==> config.mk <==
export PLATFORM = sky130hd
export DESIGN_NAME = zero_scan_ctrl
export DESIGN_NICKNAME = d
export VERILOG_FILES = /design/src/rtl/zero_scan_ctrl.sv
export SDC_FILE = /design/constraint.sdc
export NUM_CORES = 1
export LEC_CHECK = 0
export BUFFER_PORTS_ARGS = -buffer_cell sky130_fd_sc_hd__clkbuf_2
export CORE_AREA = 2 2 52 54
export DETAILED_ROUTE_END_ITERATION = 6
export DIE_AREA = 0 0 54 56
export GPL_TIMING_DRIVEN = 1
export PLACE_DENSITY_LB_ADDON = 0.2
export SKIP_LAST_GASP = 1
export SLEW_MARGIN = 10
export SYNTH_ARGS = -nofsm -noshare
export SYNTH_HDL_FRONTEND = slang
export SYNTH_SLANG_ARGS = --single-unit
==> constraint.sdc <==
create_clock -name clk -period 1.9 [get_ports clk]
set_input_delay 0 -clock clk [delete_from_list [all_inputs] [get_ports clk]]
set_output_delay 0 -clock clk [all_outputs]
set_load 0.005 [all_outputs]
==> src/rtl/zero_scan_ctrl.sv <==
// zero_scan_ctrl
//   Frame-level controller around a serial Mealy 1->0 transition detector.
//   A WIDTH-bit word is taken over a valid/ready handshake and shifted out
//   LSB-first through a 4-state detector. Detections are counted, the first
//   detection index is captured, and the result is offered over a second
//   valid/ready handshake.
//
//   Ports:
//     clk, reset             rising-edge clock, synchronous active-high reset
//     in_valid/in_ready      frame word handshake (accepted only in IDLE)
//     in_data[WIDTH]         frame word, bit 0 serialised first
//     ser_x                  bit presented to the detector (SHIFT only)
//     y_pulse                detector Mealy output for the current bit
//     busy                   high while a frame is shifting or awaiting pickup
//     out_valid/out_ready    result handshake
//     det_count[CW]          saturating detection count
//     det_first[IW]          index of first detection, all-ones if none
//     det_any                at least one detection seen
//
//   Optional build macro ZSCAN_CHAIN_EN: when defined the detector state is
//   carried across frames instead of being cleared at frame accept.
module zero_scan_ctrl #(
  parameter int WIDTH = 8,
  parameter int CW    = 4,
  parameter int IW    = 5
) (
  input  logic             clk,
  input  logic             reset,
  input  logic             in_valid,
  output logic             in_ready,
  input  logic [WIDTH-1:0] in_data,
  output logic             ser_x,
  output logic             y_pulse,
  output logic             busy,
  output logic             out_valid,
  input  logic             out_ready,
  output logic [CW-1:0]    det_count,
  output logic [IW-1:0]    det_first,
  output logic             det_any
);

  typedef enum logic [1:0] {IDLE, SHIFT, DONE} state_t;

  state_t           state, state_nx;
  logic [WIDTH-1:0] sreg;
  logic [IW-1:0]    bitcnt;
  logic [1:0]       det_st;
  logic [CW-1:0]    cnt_r;
  logic [IW-1:0]    first_r;
  logic             any_r;
  logic             last_bit;

  function automatic logic [CW-1:0] sat_inc(input logic [CW-1:0] v);
    return (v == '1) ? v : v + 1'b1;
  endfunction

  // Detector state (A,B): any 0 returns to 00; a run of 1s walks 00->01->11->10
  // and parks in 10. Every non-zero state means "previous bit was 1".
  function automatic logic [1:0] det_next(input logic [1:0] st, input logic x);
    logic [1:0] nx;
    nx = 2'b00;
    if (x) begin
      unique case (st)
        2'b00:   nx = 2'b01;
        2'b01:   nx = 2'b11;
        2'b11:   nx = 2'b10;
        default: nx = 2'b10;
      endcase
    end
    return nx;
  endfunction

  assign last_bit  = (bitcnt == IW'(WIDTH - 1));
  assign in_ready  = (state == IDLE);
  assign busy      = (state != IDLE);
  assign out_valid = (state == DONE);
  assign ser_x     = (state == SHIFT) & sreg[0];
  assign y_pulse   = (state == SHIFT) & (|det_st) & ~sreg[0];
  assign det_count = cnt_r;
  assign det_first = first_r;
  assign det_any   = any_r;

  always_comb begin
    state_nx = state;
    unique case (state)
      IDLE:    if (in_valid)  state_nx = SHIFT;
      SHIFT:   if (last_bit)  state_nx = DONE;
      DONE:    if (out_ready) state_nx = IDLE;
      default: state_nx = IDLE;
    endcase
  end

  always_ff @(posedge clk) begin
    if (reset) begin
      state   <= IDLE;
      sreg    <= '0;
      bitcnt  <= '0;
      det_st  <= 2'b00;
      cnt_r   <= '0;
      first_r <= '1;
      any_r   <= 1'b0;
    end else begin
      state <= state_nx;
      unique case (state)
        IDLE: begin
          if (in_valid) begin
            sreg    <= in_data;
            bitcnt  <= '0;
            cnt_r   <= '0;
            first_r <= '1;
            any_r   <= 1'b0;
`ifdef ZSCAN_CHAIN_EN
            // detector state deliberately kept from the previous frame
`else
            det_st  <= 2'b00;
`endif
          end
        end
        SHIFT: begin
          det_st <= det_next(det_st, sreg[0]);
          sreg   <= sreg >> 1;
          bitcnt <= bitcnt + 1'b1;
          if (y_pulse) begin
            cnt_r <= sat_inc(cnt_r);
            any_r <= 1'b1;
            if (!any_r) first_r <= bitcnt;
          end
        end
        default: ;
      endcase
    end
  end

endmodule

==> results.tsv, run 1 <==
metric	value	unit
max_slew.worst_pin.slew	563.6	ps
p_leak	0.6406	nW
via_per_inst	5.686	
antenna_found_initial	0	
diodes	0	
gp_congestion	0.7481	
place_area	1434	um2
powerDensity	646.6	nW/um2
finalNonFillerCells	223	
worstHoldStart	in_data[1]	
regToRegEndpoint	det_count[3]	
hold_viol_final	0	
die_h	56	um
timing.setup.tns	0	ps
htreeDepth	1	
fmax	623.7	MHz
p_sw_share	26.23	%
stdcell_area	1531	um2
dp_cells	212	
crit_path_start_kind	register	
nNetsFinal	208	
areaGrowthSynthToFinish	20.35	%
p_clk_share	24.5	%
p_int	0.7305	mW
worstSkewPairLatency	320	ps
cp_top_family	compound AO/OA/AOI/OAI gates	
syn_inst	161	
port_buffers	26	
drt_iter0_markers	14	
die_area	3024	um2
outcome	finished clean	
r2r_start	state[0]	
min_period	1603	ps
cts_sinks	27	
start_util	52.31	%
crit_buf_inv	1	
firstDrtPassIters	4	
syn_area_per_cell	7.904	um2
hpwl	2054	um
rrSetupSlack	300	ps
seqPwrFrac	61.6	%
cp-end-kind	register	
synth_nets	175	
setup_viol	0	
crit_cells	4	
path_cells	inv_2 > o31a_1 > or4_1 > a31oi_1	
critical_path_class	register to register	
cts_max_path_buffers	2	
drive_gt1_share	18.65	%
arrival	1860	ps
synth_warnings	0	
grt-ovfl-total	0	
cap_violations	0	
peakVddDrop	602.8	uV
fp.dieW	54	um
core-area	2432	um2
fin_skew	7.214	ps
synth_ff_type	dfxtp_1	
worst-path-max-fanout	11	
ant_nets	0	
grtUsageTotal	21.13	%
yosysTopAreaCellShare	42.48	%
slew_violations	0	
nFillCells	223	
via_count	1268	
first_global_vias	1155	
drc	0	
cts_tree	yes	
cts-root-buf	clkbuf_4	
hp-class	input port to register	
grt_pass1_wl	5016	um
hold_end	sreg[1]	
synth_area_leader_cell	dfxtp_1	
cts_buffers	3	
io_pins	27	
comb_power_share	13.9	%
r2r_cells	4	
syn_area	1272	um2
cts.clk_slew.worst_paths	140	ps
wire_per_inst	13.02	um
yosysSeqAreaShare	42.48	%
period_share	84.38	%
required	2150	ps
post-cts-setup-buffers	0	
relSlewSlack	62.35	%
critical-path-max-stage-delay	490	ps
rows	18	
grt_max_degree	26	
holdPathStages	3	
synth_edf_count	0	
power.switching	0.2597	mW
rsz0062_at_grt	no	
routed_wl	2903	um
synthArstFlopShare	0	%
crit_slowest_cell	or4_1	
synth.area.top_cells	dfxtp_1, a21oi_1, nor2_1	
ys_ff_latch	27	
synth_cell_type_count	30	
[Yosys cell counts, types with 2 or more instances]
library cell  number
nor3_1             7
a21oi_1           25
o22ai_1            8
nand2b_1           4
o21ai_1           12
nand2_1            4
dfxtp_1           27
a22oi_1            6
nand3_1            4
clkbuf_1           7
nor2b_1            2
o21bai_1           2
buf_2              2
inv_1             13
mux2_1             2
ha_1               2
nor2_1            20
or4_1              2
[flip-flops by register name, summed over array words and instances, names as in the netlist]
signal     count
state          2
sreg           8
det_first      5
det_count      4
det_any        1
det_st         2
bitcnt         5
[cells in the final DEF, fill, tap and decap left out, drive strengths merged, types with 2 or more instances in the layout]
cell,netlist,layout
nor3,7,7
ha,2,2
mux2,2,2
o22ai,8,8
nand3,4,4
clkbuf,7,30
nor2,20,20
dfxtp,27,27
nand2b,4,4
nand2,4,4
nor2b,2,2
a21oi,25,25
dlygate4sd3,0,7
inv,14,14
o21bai,2,2
a22oi,6,6
o21ai,12,12
or4,2,2
buf,2,4
[per-layer routing]
layer	wire length [um]	share of wire, %	track usage, %
met5	0	0	0
met4	15	0.52	5.714
met3	98	3.4	2.419
met2	1401	48	35.71
met1	1387	48	27.67
[power by group through the flow]
stage / Clock [mW] / Combinational [mW] / Sequential [mW]
final: 0.243 / 0.138 / 0.610
after global routing: 0.270 / 0.157 / 0.614
after CTS: 0.253 / 0.138 / 0.609
after detailed placement: 0 / 0.126 / 0.622
after global placement: 0 / 0.121 / 0.620
after floorplan: 0 / 0.0884 / 0.614
[how the worst max path moves through the flow]
stage | startpoint | to | slack [ps]
floorplan | state[0] | det_count[3] | 470
global placement | state[0] | det_count[3] | 290
detailed placement | state[0] | det_count[3] | 200
CTS | state[0] | det_count[3] | 170
global route | state[0] | y_pulse | 150
finish | state[0] | det_count[3] | 300
[metrics by stage]
step,hold slack (ps),worst slack [ps],power [mW],util (%)
after floorplan,200.8,470.8,0.7029,-
after global placement,293.5,285.1,0.7417,58.95
after detailed placement,297.7,204.4,0.7478,58.95
after CTS,5.878,174.6,1.000,62.91
after global routing,25.99,149.2,1.041,62.96
final,12.47,296.8,0.9902,62.96
[cell families (layout without fill, tap and decap cells)]
group / count (synthesis) / count (layout) / synth area share (%)
AO/OA/AOI/OAI: 60 / 60 / 27.93
adder cells (fa/ha/maj): 2 / 2 / 1.966
buffers and inverters: 23 / 55 / 6.982
flip-flops: 27 / 27 / 42.48
multiplexers: 2 / 2 / 1.770
AND/OR/NAND/NOR: 47 / 47 / 18.88
[worst min-delay path, cell delays in order]
cell	delay [ps]
clkbuf_2	90
o22ai_1	70
a21oi_1	140
[what timing repair did]
action | 4_1_cts | 5_1_grt
resized for setup | 0 | 1
hold buffers | 7 | 0
endpoints found under the hold margin | 7 | 0
setup endpoints to repair | 0 | 1
[final cells by class]
type / count / area (um2) / area share, %
flip-flops and latches: 27 / 541.8 / 35.38
clock buffers: 4 / 26.28 / 1.716
repair buffers: 37 / 230.2 / 15.03
well taps: 30 / 37.54 / 2.451
inverters: 14 / 52.55 / 3.431
multi-input cells: 111 / 643.1 / 41.99
(Power assumes the default switching activity.)
==> run 2, diff against run 1 <==
CORE_AREA = 2 2 56 58   (was 2 2 52 54)
DIE_AREA = 0 0 58 60   (was 0 0 54 56)
clock period = 1.35 ns   (was 1.9 ns; I/O delays follow)
==> run 2 against run 1 <==
- the run now ends with setup timing left
- worst hold slack better by 58 ps
- non-clock buffer count increased by 24
- clock power increased by 42%
- sequential power grew 40%
- die area up 15%
==> results.tsv, run 2 (synthesis results as in run 1) <==
metric	value	unit	change
use_met3	2.814	%	+0.39 points
critical_path_class	register to register		
die_h	60	um	+7.1%
fmax	718.3	MHz	+15%
layout_commonest_cell	clkbuf_2		
first_global_vias	1275		+10%
port_buffers	26		unchanged
rsz0062_at_grt	yes		
p_leak	0.7850	nW	+23%
required	1610	ps	-540 ps
peakVddDrop	646.5	uV	+7.3%
cts_sinks	27		unchanged
violations	setup timing		
use_met2	36.53	%	+0.81 points
io_pins	27		unchanged
via_per_inst	5.388		-5.2%
htreeDepth	1		unchanged
cts-root-buf	clkbuf_4		
grt_max_degree	18		-31%
hp-class	input port to register		
grt_pass1_wl	5499	um	+9.6%
nNetsFinal	232		+12%
worst-path-max-fanout	6		-5
hold_viol_final	0		unchanged
final_cell_mix	clkbuf_2, a21oi_1, buf_4		
grt-busiest-layer	met2		
rows	20		+2
setup_viol	2		+2
fin_util	62.67	%	-0.29 points
core-area	2903	um2	+19%
hpwl	2306	um	+12%
outcome	finished with violations		
relSlewSlack	75.73	%	+13 points
via_count	1347		+6.2%
drc	0		unchanged
slew_violations	0		unchanged
cp-end-kind	register		
cts_buffers	3		unchanged
worstSkewPairLatency	320	ps	about the same
grt-ovfl-total	0		unchanged
arrival	1650	ps	-210 ps
diodes	0		unchanged
drive_gt1_share	35.48	%	+17 points
cts_tree	yes		
setup_ws	-42.19	ps	-339.0 ps
antenna_found_initial	0		unchanged
ant_nets	0		unchanged
cap_violations	0		unchanged
cts.clk_slew.worst_paths	140	ps	about the same
top_register	sreg		
grtUsageTotal	20.43	%	-0.70 points
min_period	1392	ps	-211.0 ps
routed_wl	3194	um	+10%
fp.dieW	58	um	+7.4%
largest_reg_flops	8		unchanged
areaGrowthSynthToFinish	42.97	%	
crit_path_start_kind	register		
max_slew.worst_pin.slew	364.1	ps	-199.5 ps
fin_skew	1.482	ps	-5.732 ps
start_util	43.84	%	-8.5 points
whs	70.04	ps	+57.56 ps
use_met1	25.17	%	-2.5 points
firstDrtPassIters	4		unchanged
gp_congestion	0.7743		+3.5%
powerDensity	805.7	nW/um2	+25%
drt_iter0_markers	25		+11
wire_per_inst	12.78	um	-1.9%
period_share	103.1	%	+19 points
cts_max_path_buffers	2		unchanged
die_area	3480	um2	+15%
run 2: timing repair:
item,CTS,global route
gates resized for setup,12,14
buffers inserted,2,2
hold buffers,8,0
cloned,1,0
endpoints found under the setup margin,14,15
endpoints found under the hold margin,8,0
pin swaps,1,4
run 2: stage by stage:
step / area (um2) / setup WS [ps] / instances / power [mW] / setup TNS (ps)
floorplan: 1287 / -19.08 / 161 / 0.9946 / -28.41
CTS: 1750 / -47.13 / 248 / 1.464 / -164.9
global route: 1819 / -95.12 / 250 / 1.551 / -380.0
global placement: 1580 / -11.39 / 233 / 1.078 / -11.39
detailed placement: 1580 / -58.21 / 233 / 1.087 / -120.4
finish: 1819 / -42.19 / 250 / 1.466 / -80.72
run 2: area by class of cell:
cell class	count	area (um2)
well taps	33	41.29
fillers	245	1084
inverters	14	55.05
flip-flops and latches	27	551.8
clock buffers	4	26.28
repair buffers	61	421.7
multi-input cells	111	723.2
run 2: routing by layer:
metal	routed length, um	vias up
met3	81	2
met2	1656	13
met1	1438	641
li1	-	691
met4	17	0
met5	0	-
run 2: path summary, 6_finish.rpt:
check	cells past startpoint	endpoint	slack [ps]	from
max	4	det_count[3]	-40	state[0]
max reg2reg	4	det_count[3]	-40	state[0]
min reg2reg	2	det_st[1]	480	det_st[0]
min	2	det_count[0]	70	reset
run 2: power by group:
part | leakage, nW | switching (mW) | total, mW | internal, mW
logic | 0.546 | 0.136 | 0.269 | 0.133
clock network | 0.0150 | 0.230 | 0.346 | 0.116
registers | 0.224 | 0.0240 | 0.851 | 0.827
run 2: critical path, stage by stage (launching register included):
cell and delay [ps]:
dfxtp_4 410, inv_4 40, o31a_1 320, or4_1 410, a31oi_1 160
